===== config.mk =====
export PLATFORM = sky130hd
export DESIGN_NAME = produto_escalar_ctrl_flat
export DESIGN_NICKNAME = d
export VERILOG_FILES = /design/src/rtl/produto_escalar_ctrl_pkg.sv /design/src/rtl/produto_escalar_ctrl_if.sv /design/src/rtl/produto_escalar_ctrl.sv /design/src/flat_wrapper.sv
export SDC_FILE = /design/constraint.sdc
export NUM_CORES = 1
export LEC_CHECK = 0
export ABC_AREA = 1
export ABC_CLOCK_PERIOD_IN_PS = 2300
export CAP_MARGIN = 0
export CORE_MARGIN = 3
export CORE_UTILIZATION = 40
export DETAILED_ROUTE_END_ITERATION = 12
export HOLD_SLACK_MARGIN = 0.15
export PLACE_DENSITY = 0.75
export SYNTH_ARGS = -nofsm -noshare
export SYNTH_HDL_FRONTEND = slang
export SYNTH_SLANG_ARGS = --single-unit

===== constraint.sdc =====
create_clock -name clk_i -period 2.3 [get_ports clk_i]
set_clock_uncertainty 0.05 [all_clocks]
set_input_delay 0.46 -clock clk_i [delete_from_list [all_inputs] [get_ports clk_i]]
set_output_delay 0.46 -clock clk_i [all_outputs]
set_load 0.005 [all_outputs]

===== src/rtl/produto_escalar_ctrl_pkg.sv =====
// rtl/produto_escalar_ctrl_pkg.sv - register map, bit indices and FSM states for the dot-product controller
package produto_escalar_pkg;

    localparam logic [4:0] ADDR_A0     = 5'h00;
    localparam logic [4:0] ADDR_B0     = 5'h08;
    localparam logic [4:0] ADDR_CTRL   = 5'h10;
    localparam logic [4:0] ADDR_STATUS = 5'h11;
    localparam logic [4:0] ADDR_RES_LO = 5'h12;
    localparam logic [4:0] ADDR_RES_HI = 5'h13;

    localparam int CTRL_START_BIT   = 0;
    localparam int CTRL_IRQ_EN_BIT  = 1;

    localparam int STATUS_BUSY_BIT    = 0;
    localparam int STATUS_DONE_BIT    = 1;
    localparam int STATUS_TIMEOUT_BIT = 2;
    localparam int STATUS_WR_ERR_BIT  = 3;

    typedef enum logic [1:0] {
        IDLE    = 2'd0,
        START   = 2'd1,
        WAIT    = 2'd2,
        RELEASE = 2'd3
    } ctrl_estado_t;

endpackage


===== src/rtl/produto_escalar_ctrl_if.sv =====
// rtl/produto_escalar_ctrl_if.sv - CSR bus between the SoC and the dot-product controller
interface produto_escalar_ctrl_if;
    logic        wr_en;
    logic        rd_en;
    logic [4:0]  addr;
    logic [31:0] wdata;
    logic [31:0] rdata;
    logic        rvalid;

    modport master (output wr_en, rd_en, addr, wdata, input rdata, rvalid);
    modport slave  (input wr_en, rd_en, addr, wdata, output rdata, rvalid);
endinterface


===== src/rtl/produto_escalar_ctrl.sv =====
// rtl/produto_escalar_ctrl.sv - CSR register file, start/done FSM and timeout for the produto_escalar engine
module produto_escalar_ctrl
    import produto_escalar_pkg::*;
#(
    parameter int unsigned TIMEOUT_CYCLES = 64
) (
    input  logic                  clk_i,
    input  logic                  rst_n,
    produto_escalar_ctrl_if.slave csr,
    output logic                  irq,
    output logic [31:0]           a0,
    output logic [31:0]           a1,
    output logic [31:0]           a2,
    output logic [31:0]           a3,
    output logic [31:0]           a4,
    output logic [31:0]           a5,
    output logic [31:0]           a6,
    output logic [31:0]           a7,
    output logic [31:0]           b0,
    output logic [31:0]           b1,
    output logic [31:0]           b2,
    output logic [31:0]           b3,
    output logic [31:0]           b4,
    output logic [31:0]           b5,
    output logic [31:0]           b6,
    output logic [31:0]           b7,
    output logic                  iniciar,
    input  logic                  concluido,
    input  logic [63:0]           resultado
);

    localparam logic [15:0] TMO_LAST = 16'(TIMEOUT_CYCLES - 1);

    ctrl_estado_t state_q, state_d;

    logic [31:0] a_q [0:7];
    logic [31:0] a_d [0:7];
    logic [31:0] b_q [0:7];
    logic [31:0] b_d [0:7];
    logic        irq_en_q, irq_en_d;
    logic        done_q, done_d;
    logic        timeout_q, timeout_d;
    logic        wr_err_q, wr_err_d;
    logic        normal_q, normal_d;
    logic [15:0] cnt_q, cnt_d;
    logic [63:0] res_q, res_d;
    logic [31:0] rdata_q, rdata_d;
    logic        rvalid_q, rvalid_d;

    logic        busy;
    logic        wr_op, wr_ctrl, wr_status, start_req;
    logic        ev_launch, ev_capture, ev_timeout, ev_done;
    logic [31:0] rd_mux;
    logic [27:0] unused_wdata;

    assign unused_wdata = csr.wdata[31:4];

    assign wr_op     = csr.wr_en && !csr.addr[4];
    assign wr_ctrl   = csr.wr_en && (csr.addr == ADDR_CTRL);
    assign wr_status = csr.wr_en && (csr.addr == ADDR_STATUS);
    assign start_req = wr_ctrl && csr.wdata[CTRL_START_BIT];

    always_ff @(posedge clk_i or negedge rst_n) begin
        if (!rst_n) begin
            state_q <= IDLE;
        end else begin
            state_q <= state_d;
        end
    end

    always_comb begin
        state_d = state_q;
        unique case (state_q)
            IDLE:    if (start_req) state_d = START;
            START:   state_d = WAIT;
            WAIT:    if (concluido || (cnt_q >= TMO_LAST)) state_d = RELEASE;
            RELEASE: if (!concluido) state_d = IDLE;
            default: state_d = IDLE;
        endcase
    end

    // iniciar decodes straight from the state flop so an async reset drops it at once.
    always_comb begin
        busy       = (state_q != IDLE);
        iniciar    = (state_q == START) || (state_q == WAIT);
        ev_launch  = (state_q == IDLE) && start_req;
        ev_capture = (state_q == WAIT) && concluido;
        ev_timeout = (state_q == WAIT) && !concluido && (cnt_q >= TMO_LAST);
        ev_done    = (state_q == RELEASE) && !concluido && normal_q;
    end

    always_comb begin
        a_d       = a_q;
        b_d       = b_q;
        irq_en_d  = irq_en_q;
        done_d    = done_q;
        timeout_d = timeout_q;
        wr_err_d  = wr_err_q;
        normal_d  = normal_q;
        cnt_d     = cnt_q;
        res_d     = res_q;

        if (wr_op && !busy) begin
            if (csr.addr[3]) b_d[csr.addr[2:0]] = csr.wdata;
            else             a_d[csr.addr[2:0]] = csr.wdata;
        end
        if (wr_ctrl) irq_en_d = csr.wdata[CTRL_IRQ_EN_BIT];

        if (wr_status) begin
            if (csr.wdata[STATUS_DONE_BIT])    done_d    = 1'b0;
            if (csr.wdata[STATUS_TIMEOUT_BIT]) timeout_d = 1'b0;
            if (csr.wdata[STATUS_WR_ERR_BIT])  wr_err_d  = 1'b0;
        end
        if (ev_launch) begin
            done_d    = 1'b0;
            timeout_d = 1'b0;
        end

        // Hardware sets come last so they beat a W1C in the same cycle.
        if (ev_done)    done_d    = 1'b1;
        if (ev_timeout) timeout_d = 1'b1;
        if (busy && (wr_op || start_req)) wr_err_d = 1'b1;

        if (state_q == START)     cnt_d = '0;
        else if (state_q == WAIT) cnt_d = cnt_q + 16'd1;

        if (ev_capture) begin
            res_d    = resultado;
            normal_d = 1'b1;
        end
        if (ev_timeout) normal_d = 1'b0;
    end

    always_comb begin
        rd_mux = '0;
        if (!csr.addr[4]) begin
            rd_mux = csr.addr[3] ? b_q[csr.addr[2:0]] : a_q[csr.addr[2:0]];
        end else begin
            unique case (csr.addr)
                ADDR_CTRL:   rd_mux = {30'd0, irq_en_q, 1'b0};
                ADDR_STATUS: rd_mux = {28'd0, wr_err_q, timeout_q, done_q, busy};
                ADDR_RES_LO: rd_mux = res_q[31:0];
                ADDR_RES_HI: rd_mux = res_q[63:32];
                default:     rd_mux = '0;
            endcase
        end
        rdata_d  = csr.rd_en ? rd_mux : rdata_q;
        rvalid_d = csr.rd_en;
    end

    always_ff @(posedge clk_i or negedge rst_n) begin
        if (!rst_n) begin
            for (int i = 0; i < 8; i++) begin
                a_q[i] <= '0;
                b_q[i] <= '0;
            end
            irq_en_q  <= 1'b0;
            done_q    <= 1'b0;
            timeout_q <= 1'b0;
            wr_err_q  <= 1'b0;
            normal_q  <= 1'b0;
            cnt_q     <= '0;
            res_q     <= '0;
            rdata_q   <= '0;
            rvalid_q  <= 1'b0;
        end else begin
            a_q       <= a_d;
            b_q       <= b_d;
            irq_en_q  <= irq_en_d;
            done_q    <= done_d;
            timeout_q <= timeout_d;
            wr_err_q  <= wr_err_d;
            normal_q  <= normal_d;
            cnt_q     <= cnt_d;
            res_q     <= res_d;
            rdata_q   <= rdata_d;
            rvalid_q  <= rvalid_d;
        end
    end

    assign csr.rdata  = rdata_q;
    assign csr.rvalid = rvalid_q;
    assign irq        = done_q & irq_en_q;

    assign a0 = a_q[0];
    assign a1 = a_q[1];
    assign a2 = a_q[2];
    assign a3 = a_q[3];
    assign a4 = a_q[4];
    assign a5 = a_q[5];
    assign a6 = a_q[6];
    assign a7 = a_q[7];
    assign b0 = b_q[0];
    assign b1 = b_q[1];
    assign b2 = b_q[2];
    assign b3 = b_q[3];
    assign b4 = b_q[4];
    assign b5 = b_q[5];
    assign b6 = b_q[6];
    assign b7 = b_q[7];

endmodule


===== src/flat_wrapper.sv =====
// flat-port wrapper written by rule: the top's interface ports become plain ports
module produto_escalar_ctrl_flat import produto_escalar_pkg::*;
#(
    parameter int unsigned TIMEOUT_CYCLES = 64
)
  (clk_i, rst_n, irq, a0, a1, a2, a3, a4, a5, a6, a7, b0, b1, b2, b3, b4, b5, b6, b7, iniciar, concluido, resultado, csr_wr_en, csr_rd_en, csr_addr, csr_wdata, csr_rdata, csr_rvalid);
  produto_escalar_ctrl_if csr_i ();
  input  logic clk_i;
  input  logic rst_n;
  output logic irq;
  output logic [31:0] a0;
  output logic [31:0] a1;
  output logic [31:0] a2;
  output logic [31:0] a3;
  output logic [31:0] a4;
  output logic [31:0] a5;
  output logic [31:0] a6;
  output logic [31:0] a7;
  output logic [31:0] b0;
  output logic [31:0] b1;
  output logic [31:0] b2;
  output logic [31:0] b3;
  output logic [31:0] b4;
  output logic [31:0] b5;
  output logic [31:0] b6;
  output logic [31:0] b7;
  output logic iniciar;
  input  logic concluido;
  input  logic [63:0] resultado;
  input wire logic [$bits(csr_i.wr_en)-1:0] csr_wr_en;
  input wire logic [$bits(csr_i.rd_en)-1:0] csr_rd_en;
  input wire logic [$bits(csr_i.addr)-1:0] csr_addr;
  input wire logic [$bits(csr_i.wdata)-1:0] csr_wdata;
  output wire logic [$bits(csr_i.rdata)-1:0] csr_rdata;
  output wire logic [$bits(csr_i.rvalid)-1:0] csr_rvalid;
  assign csr_i.wr_en = csr_wr_en;
  assign csr_i.rd_en = csr_rd_en;
  assign csr_i.addr = csr_addr;
  assign csr_i.wdata = csr_wdata;
  assign csr_rdata = csr_i.rdata;
  assign csr_rvalid = csr_i.rvalid;
  produto_escalar_ctrl #(.TIMEOUT_CYCLES(TIMEOUT_CYCLES)) u_core (.clk_i(clk_i), .rst_n(rst_n), .csr(csr_i), .irq(irq), .a0(a0), .a1(a1), .a2(a2), .a3(a3), .a4(a4), .a5(a5), .a6(a6), .a7(a7), .b0(b0), .b1(b1), .b2(b2), .b3(b3), .b4(b4), .b5(b5), .b6(b6), .b7(b7), .iniciar(iniciar), .concluido(concluido), .resultado(resultado));
endmodule

-- After elaboration in Yosys (flattened, before gate mapping)
Cells that the tools add are included.
- $add $sub $neg: 1
- reduce and logical (&&, ||, !) cells: 35
- $lt $le $gt $ge: 3
- multiplexer cells: 32
- equality and inequality tests: 10
- bitwise operators: 3
- operator list (operator ; number):
    $bwmux W256 ; 2
    $mux W32 ; 7
    $bmux W32 S3 ; 2
    $pmux W32 S4 ; 1
    $demux W32 S3 ; 1
    $mux W16 ; 2
    $eq A5 B5 Y1 const B ; 4
    $add A16 B1 Y16 const B ; 1
    $ge A16 B6 Y1 const B ; 1
    $logic_and A1 B1 Y1 ; 13
    $mux W1 ; 13
    $reduce_bool A3 Y1 ; 4
    $reduce_and A2 Y1 ; 5
    $reduce_bool A2 Y1 ; 5
    $pmux W2 S4 ; 1
    $mux W2 ; 3
    $eq A2 B2 Y1 const B ; 2
    $ge A4 B4 Y1 const B ; 1
    $lt A4 B1 Y1 const B ; 1
    $ne A2 B1 Y1 const B ; 2
    $not A3 Y4 ; 1
    $logic_not A1 Y1 ; 3
    $logic_or A1 B1 Y1 ; 3
    $reduce_and A3 Y1 ; 1
    5 further kinds ; 5
- input bits: 106
- output and inout port bits: 547
- flip-flop bits (word level): 632
- word-level logic and storage cells: 110

-- Depth between registers and ports, before layout
- word-level depth: 7
- gate-level depth with buffers: 12
- gate-level depth less buffers: 10

-- Least setup slack after synthesis
Ideal clock, no wire load.
- path kind: register -> register
- from: register u_core.state_q[0]
- to: register u_core.a_q (netlist bit u_core.a6[23])
- buffers on the path: 1
- stages on the path, launching flop included: 9
- arrival: 1.877 ns
- slack: 0.237 ns
- clock period less this slack: 2.063 ns
- library setup time: 0.136 ns
- cell sequence: dfrtp_1 -> inv_1 -> ha_1 -> inv_1 -> nor4_4 -> nand3_2 -> clkbuf_1 -> nand2_1 -> o21ai_0
- word-level cells in the longest chain between the ends: 4
- ends and longest elaborated chain (element ; RTL line ; text):
    start: declaration ; produto_escalar_ctrl.sv:34 ; ctrl_estado_t state_q, state_d;
    start signal: assignment ; produto_escalar_ctrl.sv:67 ; state_q <= state_d;
    $reduce_bool A2 Y1 ; produto_escalar_ctrl.sv:84 ; busy = (state_q != IDLE);
    $logic_not A1 Y1 ; produto_escalar_ctrl.sv:103 ; if (wr_op && !busy) begin
    $logic_and A1 B1 Y1 ; produto_escalar_ctrl.sv:103 ;
    $reduce_and A2 Y1 (no source line) ; n/a ;
    end signal: indexed assignment ; produto_escalar_ctrl.sv:154 ; a_q[i] <= '0;
    end signal: assignment ; produto_escalar_ctrl.sv:167 ; a_q <= a_d;
    end: declaration ; produto_escalar_ctrl.sv:36 ; logic [31:0] a_q [0:7];
Every way passes these cells.
A chain may end at the register's enable or synchronous reset.

-- Worst setup path after layout
- from: register u_core.state_q[0]
- to: output iniciar
- word-level cells in the longest chain between the ends: 2
- elaborated cells between the ends (all ways): 3
- those cells by class: eq/ne (2); reduce/logical (1)
- ends and longest elaborated chain (element ; RTL line ; text):
    $eq A2 B1 Y1 / $eq A2 B2 Y1 (equally long branches) ; produto_escalar_ctrl.sv:85 ; iniciar = (state_q == START) || (state_q == WAIT);
    $logic_or A1 B1 Y1 * ; produto_escalar_ctrl.sv:85 ;
    end: declaration ; flat_wrapper.sv:27 ; output logic iniciar;
Every way passes the cells marked *; elsewhere a longest branch is shown, timed or not.

==> results.md <==
* Most frequent cells in the layout: nand2_1 (1,254), clkdlybuf4s50_1 (646), dfrtp_1 (632), nor2_1 (458), a21oi_1 (307)
* Combined area of the multi-input logic cells at around 11,000 sq um
* Synth cell types at 27
* Tmin final at approximately 2.2 ns
* Routed Wire Length at about 130,000 microns
* Synth Warn # at 0
* Post-Synth Simple-Gate Area at ~29%
* Starting DRT DRC Count at between 3,000 and 4,000
* Status: finished, final reports clean
* Fin crit share at 97.43%
* Register area share after synthesis at approximately 55%
* Tot GR Track Use at roughly a third
* WL per Instance at between 20 and 25 microns
* Initial Util at roughly 40%
* Setup ws final at about 0.06 ns
* Reg clk slew, reported paths at roughly 0.060 ns
* Die area at ~75,000 sq um
* Die width at roughly 270 microns
* Largest net degree at the start of global routing at 92
* RD Place Congestion at around 0.94
* Crit path capture type: primary output
* Post-synthesis adder-cell area fraction at less than 1%
* Root buffer cell: clkbuf_16
* Synth Net Count at around 3,800
* Non-filler cells, final at ~5,400
* Mux contribution to synthesized area at 0%
* Final nets at around 4,500
* Commonest non-fill, non-tap cell in the layout: nand2_1
* Synth Area in Compound Gates at approximately a tenth
* Capture point of the worst reg-to-reg path: u_core.a1[17]
* Largest family of logic cells by synthesized area: simple AND/OR/NAND/NOR gates
* Placed cells at ~5,200
* Worst path required time at between 1.5 and 2 ns
* Hold WC Path Type: input port to flop
* Initial antenna violation count at 5
* Layout cells sized above 1 at 7.717%
* Flops & latches, synth at ~630
* Filler cells at between 6,000 and 7,000
* DRC at 0
* First-pass DRT Iterations at 6
* Peak supply drop at 0.0008012 V
* Total CTS buffers at 71
* CP endpoint: iniciar
* Synthesized area at approximately 29,000 sq um
* Post-place setup slack at -0.1396 ns
* Vias in the first global route at 27,790
* Critical path type: flop to primary output
* Vias at slightly below 30,000
* Power Density at ~1200 nW/um^2
* Remaining Overflow, GRT at 0
* Critical path launch point type: flop
* Max FFs per register at 64
* Die H at ~270 microns
* CTS tree: yes
* Final Power at approximately 47 mW
* Reg2Reg Setup Slack at around 0.16 ns
* DR vias/cell at 5.489
* MaxCap Viol Count at 0
* Final hold violations at 0
* Number of antenna-violating nets in the routed design at 0
* Mapped Cells at about 3,700
* Core Rows at 97
* LEAKAGE at ~19 nW
* CTS Buffer Depth at 3
* Unrepaired setup endpoints after global routing: false
* Syn avg cell area at 7.764 sq um
* IO Port Bufs at ~650
* Clock sink count at about 630
* Worst slew margin at ~54%
* FMAX at 446.3 MHz
* IO Pins at ~650
* HPWL after DPL at around 91,000 microns
* Reg2reg start: u_core.state_q[0]
* Setup Buffers After CTS at 0
* Area grow syn2layout at 39.77%
* Top reg by flops: u_core.res_q
* Global-route wire length before repair at ~180,000 microns
* Critical Path AT at around 1.7 ns
* CORE AREA at just over 70,000 sq um
* Worst Path Max Fanout at 8
* Worst skew pair latency at just over 0.6 ns
* CTS H-tree lvls at 3
* CP startpoint: u_core.state_q[0]
* Post-synthesis xor/xnor area fraction at 0%
* Sequential Area at 15,820 sq um
* Finish-stage setup viols at 0
* R2r worst-path depth at 9
* Slew Viols, Final at 0
* Worst-margin pin slew at between 0.6 and 0.7 ns
## final cells by class
type / count / share of cell area [%]
sequential: 632 / 39.47
multi-input combinational: 2641 / 28.31
timing repair buffer: 840 / 21.65
clock buffer: 101 / 5.147
tap: 940 / 2.936
inverter: 164 / 1.549
clock inverter: 28 / 0.9057
antenna: 4 / 0.02498
## power by group
part | total (mW) | switching, mW | leakage [nW] | internal, mW
combinational | 15.7 | 7.15 | 9.56 | 8.55
clock | 11.8 | 4.83 | 1.19 | 6.99
sequential | 19.0 | 3.92 | 8.27 | 15.1
## worst max-delay path: stages (launching register included)
cell and delay (ns):
dfrtp_1 0.40, inv_1 0.12, ha_4 0.33, clkdlybuf4s15_2 0.27
## how the worst min path moves through the flow
stage	start	to	slack, ns	cells past startpoint
4_1_cts	resultado[8]	u_core.res_q[8]	0.29	3
6_report	resultado[8]	u_core.res_q[8]	0.33	3
2_1_floorplan	rst_n	u_core.a0[0]	0.11	0
3_3_place_gp	rst_n	u_core.res_q[58]	0.37	1
5_1_grt	resultado[54]	u_core.res_q[54]	0.32	3
3_5_place_dp	rst_n	u_core.res_q[58]	0.37	1
## cells by family after synthesis
logic type / count (synthesis)
adder cells (fa/ha/maj): 6
AO/OA/AOI/OAI: 588
AND/OR/NAND/NOR: 2047
flip-flops: 632
buffers and inverters: 419
## repair_timing
action | in CTS | in global routing
setup endpoints to repair | 1 | 0
hold buffers | 1 | 0
hold endpoints to repair | 183 | 0
resized for setup | 5 | 0
## through the flow
step | hold slack [ns] | instance area, sq um | TNS [ns] | utilization, %
after floorplan | 0.1144 | 28660 | 0 | -
after global placement | 0.3711 | 37610 | -1.324 | 53.33
after detailed placement | 0.3721 | 37610 | -10.34 | 53.33
after CTS | 0.2921 | 40050 | 0 | 56.80
after global routing | 0.3214 | 40060 | 0 | 56.81
final | 0.3310 | 40060 | 0 | 56.82
## Yosys cell counts (all sizes together)
cell	instances	area share, %
nand4	36	0.79
nor3b	1	0.026
ha	6	0.26
clkbuf	182	2.4
a211oi	1	0.026
nand2	1260	17
buf	73	1.1
nand3	266	4.7
a21oi	307	5.4
dfrtp	632	55
o221ai	2	0.061
nor3	8	0.17
a31oi	1	0.022
o21ai	274	4.8
o21a	1	0.026
inv	164	2.1
nor2	474	6.2
o211ai	2	0.052
nor4	2	0.096
## per-layer routing
| metal | up-vias | GRT usage [%] | wire (microns) |
|---|---|---|---|
| met4 | 2 | 18.55 | 7830 |
| met5 | - | 0 | 11 |
| met1 | 14030 | 42.84 | 47690 |
| met2 | 1859 | 50.36 | 56720 |
| met3 | 355 | 6.758 | 13050 |
| li1 | 13120 | - | - |
No activity file was read; power rests on OpenSTA's default activity.
